--- src/rtl/axil_rd_if.sv ---
// AXI-Lite read-channel bundle (AR + R) shared by the upstream and downstream
// sides of axil_arb_rd.
interface axil_rd_if #(
    parameter int AW = 32,
    parameter int DW = 32
);
    logic [AW-1:0] araddr;
    logic          arvalid;
    logic          arready;
    logic [DW-1:0] rdata;
    logic [1:0]    rresp;
    logic          rvalid;
    logic          rready;

    modport master (
        output araddr, arvalid, rready,
        input  arready, rdata, rresp, rvalid
    );

    modport slave (
        input  araddr, arvalid, rready,
        output arready, rdata, rresp, rvalid
    );
endinterface

--- src/rtl/axil_arb_rd.sv ---
// Two-master AXI-Lite read arbiter with one outstanding read and local DECERR
// for out-of-window addresses. Define AXIL_ARB_RD_RR_EN for round-robin grants.
module axil_arb_rd #(
    parameter int                        AXI_DATA_WIDTH = 32,
    parameter int                        AXI_ADDR_WIDTH = 32,
    parameter logic [AXI_ADDR_WIDTH-1:0] SLV_BASE       = 32'h0000_0000,
    parameter logic [AXI_ADDR_WIDTH-1:0] SLV_SIZE       = 32'h0001_0000
) (
    input  logic        aclk,
    input  logic        areset,
    axil_rd_if.slave    s_axil_0,
    axil_rd_if.slave    s_axil_1,
    axil_rd_if.master   m_axil,
    output logic        slv_invalid,
    output logic        busy
);
    localparam int AW = AXI_ADDR_WIDTH;
    localparam int DW = AXI_DATA_WIDTH;

    typedef enum logic [1:0] {IDLE, ADDR, DATA, ERR} state_t;

    state_t state_q, state_d;
    logic   gnt_q, gnt_d;
    logic   inv_q, inv_d;
    logic   busy_q;

    logic [AW-1:0] s_araddr  [2];
    logic          s_arvalid [2];
    logic          s_rready  [2];
    logic          s_arready [2];
    logic [DW-1:0] s_rdata   [2];
    logic [1:0]    s_rresp   [2];
    logic          s_rvalid  [2];

    assign s_araddr[0]  = s_axil_0.araddr;
    assign s_arvalid[0] = s_axil_0.arvalid;
    assign s_rready[0]  = s_axil_0.rready;
    assign s_araddr[1]  = s_axil_1.araddr;
    assign s_arvalid[1] = s_axil_1.arvalid;
    assign s_rready[1]  = s_axil_1.rready;

    assign s_axil_0.arready = s_arready[0];
    assign s_axil_0.rdata   = s_rdata[0];
    assign s_axil_0.rresp   = s_rresp[0];
    assign s_axil_0.rvalid  = s_rvalid[0];
    assign s_axil_1.arready = s_arready[1];
    assign s_axil_1.rdata   = s_rdata[1];
    assign s_axil_1.rresp   = s_rresp[1];
    assign s_axil_1.rvalid  = s_rvalid[1];

    // One extra bit keeps SLV_BASE+SLV_SIZE from wrapping at the top of the map.
    logic [AW-1:0] addr_sel;
    logic [AW:0]   addr_x, lo_x, hi_x;
    logic          hit;

    assign addr_sel = s_araddr[gnt_q];
    assign addr_x   = {1'b0, addr_sel};
    assign lo_x     = {1'b0, SLV_BASE};
    assign hi_x     = lo_x + {1'b0, SLV_SIZE};
    assign hit      = (SLV_SIZE != '0) && (addr_x >= lo_x) && (addr_x < hi_x);

`ifdef AXIL_ARB_RD_RR_EN
    logic last_gnt_q;
`endif

    always_comb begin
        state_d        = state_q;
        gnt_d          = gnt_q;
        inv_d          = inv_q;
        m_axil.araddr  = '0;
        m_axil.arvalid = 1'b0;
        m_axil.rready  = 1'b0;
        for (int i = 0; i < 2; i++) begin
            s_arready[i] = 1'b0;
            s_rdata[i]   = '0;
            s_rresp[i]   = 2'b00;
            s_rvalid[i]  = 1'b0;
        end

        case (state_q)
            IDLE: begin
                if (s_arvalid[0] || s_arvalid[1]) begin
                    state_d = ADDR;
`ifdef AXIL_ARB_RD_RR_EN
                    if (s_arvalid[0] && s_arvalid[1])
                        gnt_d = ~last_gnt_q;
                    else
                        gnt_d = ~s_arvalid[0];
`else
                    gnt_d = ~s_arvalid[0];
`endif
                end
            end
            ADDR: begin
                if (hit) begin
                    m_axil.araddr    = addr_sel;
                    m_axil.arvalid   = s_arvalid[gnt_q];
                    s_arready[gnt_q] = m_axil.arready;
                    if (s_arvalid[gnt_q] && m_axil.arready)
                        state_d = DATA;
                end else begin
                    // Miss: accept the address locally, never present it downstream.
                    s_arready[gnt_q] = 1'b1;
                    inv_d            = 1'b1;
                    state_d          = ERR;
                end
            end
            DATA: begin
                s_rdata[gnt_q]  = m_axil.rdata;
                s_rresp[gnt_q]  = m_axil.rresp;
                s_rvalid[gnt_q] = m_axil.rvalid;
                m_axil.rready   = s_rready[gnt_q];
                if (m_axil.rvalid && s_rready[gnt_q])
                    state_d = IDLE;
            end
            ERR: begin
                s_rvalid[gnt_q] = 1'b1;
                s_rresp[gnt_q]  = 2'b11;
                if (s_rready[gnt_q]) begin
                    inv_d   = 1'b0;
                    state_d = IDLE;
                end
            end
            default: state_d = IDLE;
        endcase
    end

    always_ff @(posedge aclk) begin
        if (areset) begin
            state_q <= IDLE;
            gnt_q   <= 1'b0;
            inv_q   <= 1'b0;
            busy_q  <= 1'b0;
        end else begin
            state_q <= state_d;
            gnt_q   <= gnt_d;
            inv_q   <= inv_d;
            busy_q  <= (state_d != IDLE);
        end
    end

`ifdef AXIL_ARB_RD_RR_EN
    always_ff @(posedge aclk) begin
        if (areset)
            last_gnt_q <= 1'b1;
        else if (state_q == IDLE && state_d == ADDR)
            last_gnt_q <= gnt_d;
    end
`endif

    assign slv_invalid = inv_q;
    assign busy        = busy_q;
endmodule

--- src/flat_wrapper.sv ---
// flat-port wrapper written by rule: the top's interface ports become plain ports
module axil_arb_rd_flat 
#(
    parameter int                        AXI_DATA_WIDTH = 32,
    parameter int                        AXI_ADDR_WIDTH = 32,
    parameter logic [AXI_ADDR_WIDTH-1:0] SLV_BASE       = 32'h0000_0000,
    parameter logic [AXI_ADDR_WIDTH-1:0] SLV_SIZE       = 32'h0001_0000
)
  (aclk, areset, slv_invalid, busy, s_axil_0_araddr, s_axil_0_arvalid, s_axil_0_rready, s_axil_0_arready, s_axil_0_rdata, s_axil_0_rresp, s_axil_0_rvalid, s_axil_1_araddr, s_axil_1_arvalid, s_axil_1_rready, s_axil_1_arready, s_axil_1_rdata, s_axil_1_rresp, s_axil_1_rvalid, m_axil_araddr, m_axil_arvalid, m_axil_rready, m_axil_arready, m_axil_rdata, m_axil_rresp, m_axil_rvalid);
  axil_rd_if #(.AW(32), .DW(32)) s_axil_0_i ();
  axil_rd_if #(.AW(32), .DW(32)) s_axil_1_i ();
  axil_rd_if #(.AW(32), .DW(32)) m_axil_i ();
  input  logic aclk;
  input  logic areset;
  output logic slv_invalid;
  output logic busy;
  input wire logic [$bits(s_axil_0_i.araddr)-1:0] s_axil_0_araddr;
  input wire logic [$bits(s_axil_0_i.arvalid)-1:0] s_axil_0_arvalid;
  input wire logic [$bits(s_axil_0_i.rready)-1:0] s_axil_0_rready;
  output wire logic [$bits(s_axil_0_i.arready)-1:0] s_axil_0_arready;
  output wire logic [$bits(s_axil_0_i.rdata)-1:0] s_axil_0_rdata;
  output wire logic [$bits(s_axil_0_i.rresp)-1:0] s_axil_0_rresp;
  output wire logic [$bits(s_axil_0_i.rvalid)-1:0] s_axil_0_rvalid;
  input wire logic [$bits(s_axil_1_i.araddr)-1:0] s_axil_1_araddr;
  input wire logic [$bits(s_axil_1_i.arvalid)-1:0] s_axil_1_arvalid;
  input wire logic [$bits(s_axil_1_i.rready)-1:0] s_axil_1_rready;
  output wire logic [$bits(s_axil_1_i.arready)-1:0] s_axil_1_arready;
  output wire logic [$bits(s_axil_1_i.rdata)-1:0] s_axil_1_rdata;
  output wire logic [$bits(s_axil_1_i.rresp)-1:0] s_axil_1_rresp;
  output wire logic [$bits(s_axil_1_i.rvalid)-1:0] s_axil_1_rvalid;
  output wire logic [$bits(m_axil_i.araddr)-1:0] m_axil_araddr;
  output wire logic [$bits(m_axil_i.arvalid)-1:0] m_axil_arvalid;
  output wire logic [$bits(m_axil_i.rready)-1:0] m_axil_rready;
  input wire logic [$bits(m_axil_i.arready)-1:0] m_axil_arready;
  input wire logic [$bits(m_axil_i.rdata)-1:0] m_axil_rdata;
  input wire logic [$bits(m_axil_i.rresp)-1:0] m_axil_rresp;
  input wire logic [$bits(m_axil_i.rvalid)-1:0] m_axil_rvalid;
  assign s_axil_0_i.araddr = s_axil_0_araddr;
  assign s_axil_0_i.arvalid = s_axil_0_arvalid;
  assign s_axil_0_i.rready = s_axil_0_rready;
  assign s_axil_0_arready = s_axil_0_i.arready;
  assign s_axil_0_rdata = s_axil_0_i.rdata;
  assign s_axil_0_rresp = s_axil_0_i.rresp;
  assign s_axil_0_rvalid = s_axil_0_i.rvalid;
  assign s_axil_1_i.araddr = s_axil_1_araddr;
  assign s_axil_1_i.arvalid = s_axil_1_arvalid;
  assign s_axil_1_i.rready = s_axil_1_rready;
  assign s_axil_1_arready = s_axil_1_i.arready;
  assign s_axil_1_rdata = s_axil_1_i.rdata;
  assign s_axil_1_rresp = s_axil_1_i.rresp;
  assign s_axil_1_rvalid = s_axil_1_i.rvalid;
  assign m_axil_araddr = m_axil_i.araddr;
  assign m_axil_arvalid = m_axil_i.arvalid;
  assign m_axil_rready = m_axil_i.rready;
  assign m_axil_i.arready = m_axil_arready;
  assign m_axil_i.rdata = m_axil_rdata;
  assign m_axil_i.rresp = m_axil_rresp;
  assign m_axil_i.rvalid = m_axil_rvalid;
  axil_arb_rd #(.AXI_DATA_WIDTH(AXI_DATA_WIDTH), .AXI_ADDR_WIDTH(AXI_ADDR_WIDTH), .SLV_BASE(SLV_BASE), .SLV_SIZE(SLV_SIZE)) u_core (.aclk(aclk), .areset(areset), .s_axil_0(s_axil_0_i), .s_axil_1(s_axil_1_i), .m_axil(m_axil_i), .slv_invalid(slv_invalid), .busy(busy));
endmodule
--- config.mk ---
export PLATFORM = sky130hd
export DESIGN_NAME = axil_arb_rd_flat
export DESIGN_NICKNAME = d
export VERILOG_FILES = /design/src/rtl/axil_rd_if.sv /design/src/rtl/axil_arb_rd.sv /design/src/flat_wrapper.sv
export SDC_FILE = /design/constraint.sdc
export NUM_CORES = 1
export LEC_CHECK = 0
export BUFFER_PORTS_ARGS = -buffer_cell sky130_fd_sc_hd__buf_2
export CORE_AREA = 4 4 80 82
export CTS_BUF_LIST = sky130_fd_sc_hd__clkbuf_16
export CTS_CLUSTER_DIAMETER = 50
export DETAILED_ROUTE_END_ITERATION = 16
export DIE_AREA = 0 0 84 86
export GPL_TIMING_DRIVEN = 0
export PLACE_DENSITY_LB_ADDON = 0.2
export RECOVER_POWER = 50
export SLEW_MARGIN = 20
export SYNTH_ARGS = -nofsm -noshare
export SYNTH_HDL_FRONTEND = slang
export SYNTH_SLANG_ARGS = --single-unit
--- constraint.sdc ---
create_clock -name aclk -period 1.75 [get_ports aclk]
set_input_delay 0.0875 -clock aclk [delete_from_list [all_inputs] [get_ports aclk]]
set_output_delay 0.0875 -clock aclk [all_outputs]
set_load 0.02 [all_outputs]
==> results of run 1 <==
==> cells by family (layout without fill, tap and decap cells) <==
family,Yosys count,in the layout,synth area share [%]
muxes,1,1,0.737
other,1,16,0.276
buffers and inverters,39,239,17.7
DFF,5,5,7.37
AOI/OAI and AO/OA,31,31,13.1
and+or+nand+nor,161,161,60.9
==> metal layers <==
layer / up-vias / GRT usage, % / wire (um)
met2: 127 / 35.4 / 3750
li1: 1190 / - / -
met3: 2 / 4.03 / 681
met5: - / 0 / 0
met1: 1018 / 17.3 / 2310
met4: 0 / 3.80 / 29
==> metrics by stage <==
| stage | cells | setup slack (ps) |
|---|---|---|
| 2_1_floorplan | 253 | 359 |
| 3_3_place_gp | 525 | 72.6 |
| 3_5_place_dp | 525 | 77.2 |
| 4_1_cts | 528 | 3.62 |
| 5_1_grt | 528 | 4.52 |
| 6_report | 528 | 114 |
==> worst max path at each step <==
stage	to	depth (start not counted)	startpoint
finish	m_axil_araddr[7]	5	u_core.gnt_q
global placement	s_axil_0_rdata[18]	5	u_core.gnt_q
floorplan	s_axil_0_arready	4	u_core.state_q[1]
global route	s_axil_1_arready	5	u_core.state_q[0]
CTS	m_axil_arvalid	6	u_core.state_q[1]
detailed placement	s_axil_0_rdata[18]	5	u_core.gnt_q
==> state kept, by name, summed over array words and instances (netlist names) <==
register and count:
u_core.busy 1, u_core.gnt_q 1, u_core.slv_invalid 1, u_core.state_q 2
==> area by class of cell <==
type,count,share of cell area [%]
multi-input cells,209,42.2
repair buffers,197,37.3
plain buffers,37,9.84
flip-flops and latches,5,3.86
well taps,75,3.62
clock buffers,3,2.89
clock inverters,1,0.145
inverters,1,0.145
==> report_power, final <==
part / leakage [nW] / total, mW / switching (mW) / internal [mW]
Clock: 0.0423 / 0.367 / 0.0717 / 0.296
Combinational: 1.33 / 1.72 / 1.08 / 0.645
Sequential: 0.0416 / 0.196 / 0.0344 / 0.162
Total: 1.41 / 2.29 / 1.18 / 1.10
==> critical path, stage by stage, from the launching register on <==
cell                       delay, ps
sky130_fd_sc_hd__dfxtp_1         430
sky130_fd_sc_hd__buf_4           210
sky130_fd_sc_hd__clkbuf_4        210
sky130_fd_sc_hd__nand3_1         130
sky130_fd_sc_hd__a21oi_4         180
sky130_fd_sc_hd__buf_4           160
==> cells in the mapped netlist (2+ instances only) <==
master	instances	area [um^2]
sky130_fd_sc_hd__buf_2	6	30.0
sky130_fd_sc_hd__o21ai_0	3	15.0
sky130_fd_sc_hd__a211oi_1	3	22.5
sky130_fd_sc_hd__nand3_1	16	80.1
sky130_fd_sc_hd__dfxtp_1	5	100
sky130_fd_sc_hd__nor4_1	8	50.1
sky130_fd_sc_hd__a21oi_1	19	95.1
sky130_fd_sc_hd__and4_1	2	17.5
sky130_fd_sc_hd__o21a_1	2	15.0
sky130_fd_sc_hd__nor2b_1	2	12.5
sky130_fd_sc_hd__nand3b_1	16	120
sky130_fd_sc_hd__o211ai_1	3	22.5
sky130_fd_sc_hd__buf_6	3	33.8
sky130_fd_sc_hd__nor2_1	75	282
sky130_fd_sc_hd__nand2b_1	34	213
sky130_fd_sc_hd__clkbuf_1	12	45.0
sky130_fd_sc_hd__nand2_1	3	11.3
sky130_fd_sc_hd__buf_4	17	128
==> timing repair <==
item	4_1_cts	5_1_grt
resized for setup	10	20
setup endpoints to repair	62	61
setup buffers	0	0
endpoints found under the hold margin	0	0
==> impl_results.rst, run 1 <==
.. list-table::
   :header-rows: 1

   * - Metric
     - Value
   * - Status
     - completed
   * - Average wire length per cell after detail routing
     - 12.8 um
   * - Horiz. Die Dim
     - 84 um
   * - Final critical-path required period
     - 1640 ps
   * - Initial core utilization
     - 23.6%
   * - TritonCTS Sinks
     - 5
   * - Antenna violations before repair
     - 0
   * - Post-route setup TNS
     - 0 ps
   * - Critical R2R Launch
     - u_core.state_q[1]
   * - Clock buffers created by TritonCTS
     - 3
   * - Highest attainable clock frequency
     - 0.611 GHz
   * - Hold/Removal Path Class
     - primary input to register
   * - Post-synth cell types
     - 27
   * - Final setup fails
     - 0
   * - Cell leakage power
     - 1.41 nW
   * - Worst IR drop on VDD
     - 383 uV
   * - Clock Pin Slew Worst Setup and Hold Paths
     - 30 ps
   * - Area taken by multi-input logic gates
     - 0.00109 mm^2
   * - Total power density per cell area
     - 881 mW/mm^2
   * - EDFF count, synth
     - 0
   * - Gr ovfl total
     - 0
   * - Post-detailed-placement cell area
     - 0.00249 mm^2
   * - Post-synthesis register bit count
     - 5
   * - Number of violations reported at the end of detailed-routing iteration 0
     - 26
   * - Area of the mapped netlist
     - 0.00136 mm^2
   * - Total power after layout
     - 2.29 mW
   * - YS warnings
     - 0
   * - # Max-Cap Violations
     - 0
   * - Post-synthesis sequential area ratio
     - 7.37%
   * - Finished layout cell area
     - 0.00259 mm^2
   * - Pin count of the biggest net entering global routing
     - 11
   * - Primary flip-flop cell chosen by synthesis mapping
     - sky130_fd_sc_hd__dfxtp_1
   * - Port buffer count
     - 197
   * - Hold path depth
     - 2
   * - Worst Clk Skew
     - 1.24 ps
   * - Count of pins on the block boundary
     - 214
   * - Core ar.
     - 0.00575 mm^2
   * - Number of global-route vias before repair
     - 2212
   * - Hold violation count in the final report
     - 0
   * - Total wire length
     - 6.77 mm
   * - Final core area utilization
     - 45.1%
   * - Number of nets in the finished design
     - 560
   * - Sequential cell area
     - 100 um^2
   * - Reg-to-Reg End
     - u_core.state_q[0]
   * - Root buffer selected by CTS
     - sky130_fd_sc_hd__clkbuf_16
   * - Share of post-route cells with drive strength above 1
     - 48.8%
   * - Number of slew-limit violations in the final report
     - 0
   * - Placed wire-length estimate after detailed placement
     - 5.86 mm
   * - Type of the setup path with the least slack
     - register to output port
   * - CTS Hold Buffers Added
     - 0
   * - GRT Total Usage
     - 17.2%
   * - Crit path max fanout
     - 10
   * - Async set-or-reset flop fraction in the synthesized netlist
     - 0%
   * - RSZ-0062 raised after global routing
     - false
   * - Die Area
     - 0.00722 mm^2
   * - Residual DRC
     - 0
   * - Most common library cell in the layout ignoring fill and taps
     - sky130_fd_sc_hd__buf_2
   * - Number of standard cells after synthesis
     - 238
   * - Wire length of the first global-routing pass
     - 10.4 mm
   * - Total number of placement rows
     - 28
   * - Total via count after detailed routing
     - 2337
   * - Antenna Nets Post-Route
     - 0
   * - Endpoint required time on the critical path
     - 1660 ps
   * - Worst-case register-to-register setup slack
     - 390 ps
   * - TritonCTS clock tree
     - done
   * - Arrival time of data at the critical path endpoint
     - 1550 ps
   * - Post-Synthesis Mean Instance Area
     - 5.71 um^2
   * - Period utilisation layout
     - 93.5%
   * - Die Height
     - 86 um
   * - Syn-to-layout area delta
     - 90.9%
   * - Number of buffers on the longest clock path
     - 2
   * - Final Wtd Congestion
     - 0.911
   * - Latest clock arrival within the worst-skew pair
     - 230 ps
   * - Detailed-router iteration count before antenna repair
     - 4
   * - Most frequent cells in the layout
     - sky130_fd_sc_hd__buf_2, sky130_fd_sc_hd__nor2_1, sky130_fd_sc_hd__nand2b_1
   * - Worst R2R Path Depth
     - 4
   * - Maximum level of the CTS H-tree
     - 1
   * - Worst Hold Slack
     - 88.2 ps
   * - Start point of the worst min-delay path
     - s_axil_0_arvalid
   * - Ant. Diodes
     - 0
   * - Layout fillers
     - 663
   * - Kind of capture point of the worst setup path
     - output port
   * - Worst setup SP type
     - register
   * - Endpoint, Worst Hold
     - u_core.gnt_q
   * - Via density
     - 4.43
Note: power is estimated with default switching activity, not from simulation.
==> run 2, diff against run 1 <==
CTS_BUF_LIST = not set   (was sky130_fd_sc_hd__clkbuf_16)
==> run 2 against run 1 <==
  * Critical path depth unchanged
  * Clock-buffer cell count up 1
  * Fmax fell by 0.18%
  * Sequential share of layout area barely moved
  * Critical path type unchanged
  * Largest cell class unchanged
==> impl_results.rst, run 2 (synthesized netlist as in run 1, its figures left out) <==
.. list-table::
   :header-rows: 1

   * - Metric
     - Value
   * - Endpoint required time on the critical path
     - 1660 ps (about the same)
   * - Number of violations reported at the end of detailed-routing iteration 0
     - 26 (unchanged)
   * - Max FFs per register
     - 2 (unchanged)
   * - Residual DRC
     - 0 (unchanged)
   * - TritonCTS Sinks
     - 5 (unchanged)
   * - Post-route setup TNS
     - 0 ps (unchanged)
   * - Via density
     - 4.40 (was 4.43)
   * - Layout fillers
     - 670 (was 663)
   * - Number of buffers on the longest clock path
     - 2 (unchanged)
   * - Most prevalent standard cell on the critical path
     - sky130_fd_sc_hd__buf_4 (unchanged)
   * - Share of post-route cells with drive strength above 1
     - 49.0% (was 48.8%)
   * - Clock Pin Slew Worst Setup and Hold Paths
     - 30 ps (about the same)
   * - Worst-case setup slack after placement
     - 77.2 ps (unchanged)
   * - RSZ-0062 raised after global routing
     - false (unchanged)
   * - Final setup fails
     - 0 (unchanged)
   * - Worst setup SP type
     - register (unchanged)
   * - Worst path bufs/invs
     - 3 (unchanged)
   * - Total wire length
     - 6.76 mm (was 6.77 mm)
   * - Fraction of power consumed by the clock network
     - 10.1% (was 16.1%)
   * - CP delay by family, top
     - buffers and inverters (unchanged)
   * - Number of nets in the finished design
     - 560 (unchanged)
   * - Clock buffers created by TritonCTS
     - 3 (unchanged)
   * - Core ar.
     - 0.00575 mm^2 (unchanged)
   * - Total power after layout
     - 2.13 mW (was 2.29 mW)
   * - Switching fraction of total power
     - 54.8% (was 51.8%)
   * - Cell leakage power
     - 1.40 nW (was 1.41 nW)
   * - Horiz. Die Dim
     - 84 um (unchanged)
   * - Hold violation count in the final report
     - 0 (unchanged)
   * - Most frequent cells in the layout
     - sky130_fd_sc_hd__buf_2, sky130_fd_sc_hd__nor2_1, sky130_fd_sc_hd__nand2b_1 (unchanged)
   * - CTS Hold Buffers Added
     - 0 (unchanged)
   * - Worst IR drop on VDD
     - 276 uV (was 383 uV)
   * - Crit-path slowest cell
     - sky130_fd_sc_hd__dfxtp_1 (unchanged)
   * - Crit path max fanout
     - 10 (unchanged)
   * - Root buffer selected by CTS
     - sky130_fd_sc_hd__clkbuf_8 (was sky130_fd_sc_hd__clkbuf_16)
   * - Total via count after detailed routing
     - 2323 (was 2337)
   * - CP cell instances
     - buf_4 > clkbuf_4 > nand3_1 > a21oi_4 > buf_4 (unchanged)
   * - Sequential cell area
     - 100 um^2 (unchanged)
   * - # Max-Cap Violations
     - 0 (unchanged)
   * - Number of global-route vias before repair
     - 2199 (was 2212)
   * - Reg with most FFs
     - u_core.state_q (unchanged)
   * - Worst Clk Skew
     - 2.75 ps (was 1.24 ps)
   * - Initial core utilization
     - 23.6% (unchanged)
   * - Worst R2R Path Depth
     - 4 (unchanged)
   * - Count of pins on the block boundary
     - 214 (unchanged)
   * - NetSw
     - 1.17 mW (was 1.18 mW)
   * - Sequential Power Share
     - 9.2% (was 8.6%)
   * - Design internal power
     - 965 uW (was 1.10 mW)
   * - Maximum level of the CTS H-tree
     - 1 (unchanged)
   * - Status
     - completed (unchanged)
   * - Final Wtd Congestion
     - 0.911 (unchanged)
   * - Total power density per cell area
     - 833 mW/mm^2 (was 881 mW/mm^2)
   * - Port buffer count
     - 197 (unchanged)
   * - Arrival time of data at the critical path endpoint
     - 1550 ps (about the same)
   * - Detailed-router iteration count before antenna repair
     - 4 (unchanged)
   * - Hold/Removal Path Class
     - primary input to register (unchanged)
   * - Period utilisation layout
     - 93.7% (was 93.5%)
   * - Syn-to-layout area delta
     - 88.5% (was 90.9%)
   * - Ant. Diodes
     - 0 (unchanged)
   * - Placed Cells incl. Taps
     - 525 (unchanged)
   * - Hold path depth
     - 2 (unchanged)
   * - Placed wire-length estimate after detailed placement
     - 5.86 mm (unchanged)
   * - GRT Total Usage
     - 17.1% (was 17.2%)
   * - Highest attainable clock frequency
     - 0.610 GHz (was 0.611 GHz)
   * - Number of slew-limit violations in the final report
     - 0 (unchanged)
   * - Antenna violations before repair
     - 0 (unchanged)
   * - Most common library cell in the layout ignoring fill and taps
     - sky130_fd_sc_hd__buf_2 (unchanged)
   * - Final Worst Setup Slack
     - 111 ps (was 114 ps)
   * - Pin count of the biggest net entering global routing
     - 11 (unchanged)
   * - TritonCTS clock tree
     - done (unchanged)
   * - Area taken by multi-input logic gates
     - 0.00109 mm^2 (unchanged)
   * - Wire length of the first global-routing pass
     - 10.3 mm (was 10.4 mm)
   * - Final cell count without fillers
     - 528 (unchanged)
   * - Latest clock arrival within the worst-skew pair
     - 220 ps (was 230 ps)
   * - Die Height
     - 86 um (unchanged)
   * - Gr ovfl total
     - 0 (unchanged)
   * - Antenna Nets Post-Route
     - 0 (unchanged)
   * - Final critical-path required period
     - 1640 ps (about the same)
   * - Stages on worst setup path
     - 5 (unchanged)
   * - Type of the setup path with the least slack
     - register to output port (unchanged)
   * - Total number of placement rows
     - 28 (unchanged)
   * - Kind of capture point of the worst setup path
     - output port (unchanged)
   * - Die Area
     - 0.00722 mm^2 (unchanged)
   * - Delay of the slowest cell on the worst path
     - 430 ps (about the same)
   * - Part of the total power dissipated in combinational logic
     - 80.7% (was 75.3%)
   * - Average wire length per cell after detail routing
     - 12.8 um (about the same)
-- run 2: repair_timing --
item	CTS	global route
setup buffers	0	0
gates resized for setup	10	20
endpoints found under the setup margin	62	61
pin swaps	0	0
-- run 2: metal layers --
layer / vias to the layer above / share of wire [%] / track usage (%)
met4: 0 / 0.81 / 3.65
met2: 125 / 55 / 35.3
met1: 1005 / 35 / 17.3
met5: - / 0 / 0
li1: 1189 / - / -
met3: 4 / 9.9 / 3.75
-- run 2: worst paths after layout --
kind / from / end / slack (ps)
hold reg to reg: u_core.slv_invalid / u_core.slv_invalid / 510
hold / removal: s_axil_0_arvalid / u_core.gnt_q / 90
setup / recovery: u_core.gnt_q / m_axil_araddr[7] / 110
setup reg to reg: u_core.state_q[1] / u_core.state_q[0] / 390
-- run 2: layout make-up --
cell class / instances / share of cell area [%]
multi-input cells: 209 / 42.7
repair buffers: 197 / 37.9
plain buffers: 37 / 9.97
flip-flops and latches: 5 / 3.91
well taps: 75 / 3.66
clock buffers: 4 / 1.76
inverters: 1 / 0.147
-- run 2: power groups by stage --
stage               Clock [mW]  Combinational, mW  Sequential (mW)
floorplan                    0               1.13            0.212
global placement             0               1.71            0.198
detailed placement           0               1.71            0.198
CTS                      0.223               1.73            0.197
global route             0.227               1.91            0.207
finish                   0.216               1.72            0.196
-- run 2: stage by stage --
| stage | util, % | hold slack, ps | instance area (um^2) |
|---|---|---|---|
| floorplan | - | 157 | 1420 |
| global placement | 43.4 | 315 | 2490 |
| detailed placement | 43.4 | 317 | 2490 |
| CTS | 44.4 | 82.4 | 2550 |
| global route | 44.6 | 96.1 | 2560 |
| finish | 44.6 | 92.9 | 2560 |
==> run 3, diff against run 2 <==
CORE_AREA = 4 4 81 83   (was 4 4 80 82)
DIE_AREA = 0 0 85 87   (was 0 0 84 86)
clock period = 2.13 ns   (was 1.75 ns; I/O delays follow)
==> run 3 against run 2 <==
  * Final cell count up 0.19%
  * Critical path depth unchanged
  * Cell area fell by 2.8%
  * Critical endpoint is now m_axil_araddr[5]
  * Clock skew up 0.99 ps
  * Core utilization down 2.0 points
  * Flip-flop and latch count did not move
==> impl_results.rst, run 3 (synthesized netlist as in run 1, its figures left out) <==
.. list-table::
   :header-rows: 1

   * - Metric
     - Value
   * - Status
     - completed (unchanged)
   * - Total number of placement rows
     - 28 (unchanged)
   * - Post-route setup TNS
     - 0 ps (unchanged)
   * - Clock Pin Slew Worst Setup and Hold Paths
     - 30 ps (about the same)
   * - Antenna violations before repair
     - 0 (unchanged)
   * - Endpoint required time on the critical path
     - 2020 ps (was 1660 ps)
   * - Maximum level of the CTS H-tree
     - 1 (unchanged)
   * - Most frequent cells in the layout
     - sky130_fd_sc_hd__buf_2, sky130_fd_sc_hd__nor2_1, sky130_fd_sc_hd__clkbuf_1 (was sky130_fd_sc_hd__buf_2, sky130_fd_sc_hd__nor2_1, sky130_fd_sc_hd__nand2b_1)
   * - Met2 Track Usage GR
     - 31.4% (was 35.3%)
   * - Max FFs per register
     - 2 (unchanged)
   * - Total via count after detailed routing
     - 2311 (was 2323)
   * - Worst IR drop on VDD
     - 338 uV (was 276 uV)
   * - NetSw
     - 937 uW (was 1.17 mW)
   * - Total wire length
     - 6.66 mm (was 6.76 mm)
   * - Worst Hold Slack
     - 100 ps (was 92.9 ps)
   * - Average wire length per cell after detail routing
     - 12.6 um (was 12.8 um)
   * - Number of nets in the finished design
     - 561 (was 560)
   * - Via density
     - 4.37 (was 4.40)
   * - Horiz. Die Dim
     - 85 um (was 84 um)
   * - Latest clock arrival within the worst-skew pair
     - 220 ps (about the same)
   * - Kind of capture point of the worst setup path
     - output port (unchanged)
   * - Global-route met3 utilization
     - 4.35% (was 3.75%)
   * - Cell leakage power
     - 1.30 nW (was 1.40 nW)
   * - Final Wtd Congestion
     - 0.740 (was 0.911)
   * - Post_cts resized
     - 0 (was 10)
   * - Most common library cell in the layout ignoring fill and taps
     - sky130_fd_sc_hd__buf_2 (unchanged)
   * - Count of pins on the block boundary
     - 214 (unchanged)
   * - Core ar.
     - 0.00585 mm^2 (was 0.00575 mm^2)
   * - Final critical-path required period
     - 1850 ps
   * - Total power density per cell area
     - 677 mW/mm^2 (was 833 mW/mm^2)
   * - Clock buffers created by TritonCTS
     - 3 (unchanged)
   * - Number of slew-limit violations in the final report
     - 0 (unchanged)
   * - Initial core utilization
     - 23.2% (was 23.6%)
   * - Number of violations reported at the end of detailed-routing iteration 0
     - 76 (was 26)
   * - Die Area
     - 0.00740 mm^2 (was 0.00722 mm^2)
   * - TritonCTS Sinks
     - 5 (unchanged)
   * - Number of buffers on the longest clock path
     - 2 (unchanged)
   * - Worst Clk Skew
     - 3.74 ps (was 2.75 ps)
   * - Antenna Nets Post-Route
     - 0 (unchanged)
   * - CTS Hold Buffers Added
     - 0 (unchanged)
   * - Share of post-route cells with drive strength above 1
     - 41.6% (was 49.0%)
   * - Worst-case register-to-register setup slack
     - 750 ps (was 390 ps)
   * - Residual DRC
     - 0 (unchanged)
   * - Final setup fails
     - 0 (unchanged)
   * - Root buffer selected by CTS
     - sky130_fd_sc_hd__clkbuf_8 (unchanged)
   * - Global-route layer with the greatest usage
     - met2 (unchanged)
   * - Highest attainable clock frequency
     - 0.539 GHz
   * - Design internal power
     - 749 uW (was 965 uW)
   * - Arrival time of data at the critical path endpoint
     - 1750 ps (was 1550 ps)
   * - Wire length of the first global-routing pass
     - 9.89 mm (was 10.3 mm)
   * - Crit path max fanout
     - 10 (unchanged)
   * - Reg with most FFs
     - u_core.state_q (unchanged)
   * - Fraction of power consumed by the clock network
     - 10.4% (was 10.1%)
   * - RSZ-0062 raised after global routing
     - false (unchanged)
   * - # Max-Cap Violations
     - 0 (unchanged)
   * - Number of global-route vias before repair
     - 2069 (was 2199)
   * - Hold/Removal Path Class
     - primary input to register (unchanged)
   * - Syn-to-layout area delta
     - 83.2% (was 88.5%)
   * - Layout fillers
     - 667 (was 670)
   * - Setup Buffers After CTS
     - 0 (unchanged)
   * - GRT Total Usage
     - 16.3% (was 17.1%)
   * - Part of the total power dissipated in combinational logic
     - 80.2% (was 80.7%)
   * - Met1 demand-to-capacity share in global routing
     - 18.1% (was 17.3%)
   * - Type of the setup path with the least slack
     - register to output port (unchanged)
   * - Detailed-router iteration count before antenna repair
     - 4 (unchanged)
   * - Hold violation count in the final report
     - 0 (unchanged)
   * - Placed wire-length estimate after detailed placement
     - 5.78 mm (was 5.86 mm)
   * - Worst setup SP type
     - register (unchanged)
   * - Die Height
     - 87 um (was 86 um)
   * - Switching fraction of total power
     - 55.6% (was 54.8%)
   * - Pin count of the biggest net entering global routing
     - 11 (unchanged)
   * - TritonCTS clock tree
     - done (unchanged)
   * - Period utilisation layout
     - 87.1%
   * - Ant. Diodes
     - 0 (unchanged)
   * - Gr ovfl total
     - 0 (unchanged)
   * - Sequential Power Share
     - 9.4% (was 9.2%)
   * - Port buffer count
     - 197 (unchanged)
==> run 3: through the flow <==
step                area [um^2]  power, mW  util (%)  cells  setup WS [ps]
detailed placement         2490       1.55      42.6    525            476
CTS                        2540       1.73      43.4    529            240
floorplan                  1420       1.10         -    253            720
global placement           2490       1.54      42.6    525            507
finish                     2490       1.69      42.6    529            275
global route               2490       1.84      42.6    529           37.3
==> run 3: critical path, cell delays in order (launching register included) <==
cell	delay (ps)
sky130_fd_sc_hd__dfxtp_1	410
sky130_fd_sc_hd__buf_2	250
sky130_fd_sc_hd__clkbuf_1	350
sky130_fd_sc_hd__nand3_1	110
sky130_fd_sc_hd__a21oi_1	160
sky130_fd_sc_hd__clkbuf_1	250
==> run 3: path summary, 6_finish.rpt <==
check,from,endpoint,depth (start not counted)
max,u_core.gnt_q,m_axil_araddr[5],5
min,s_axil_0_arvalid,u_core.gnt_q,2
max reg2reg,u_core.gnt_q,u_core.gnt_q,4
min reg2reg,u_core.slv_invalid,u_core.slv_invalid,2
==> run 3: area by class of cell <==
class / count / area (um^2) / share of cell area (%)
Buffer: 38 / 234 / 9.40
Clock buffer: 4 / 45.0 / 1.81
Inverter: 1 / 3.75 / 0.151
Multi-Input combinational cell: 209 / 1070 / 43.0
Sequential cell: 5 / 100 / 4.02
Tap cell: 75 / 93.8 / 3.77
Timing Repair Buffer: 197 / 942 / 37.8
==> run 3: layer usage <==
metal	routed length, um	vias up
met5	0	-
met4	41	0
met3	732	4
met2	3490	135
met1	2400	975
li1	-	1197
==> run 3: power groups by stage <==
stage / Combinational [mW] / Clock (mW) / Sequential (mW)
after floorplan: 0.927 / 0 / 0.175
after global placement: 1.38 / 0 / 0.161
after detailed placement: 1.39 / 0 / 0.161
after CTS: 1.39 / 0.179 / 0.160
after global routing: 1.49 / 0.188 / 0.167
final: 1.35 / 0.175 / 0.158
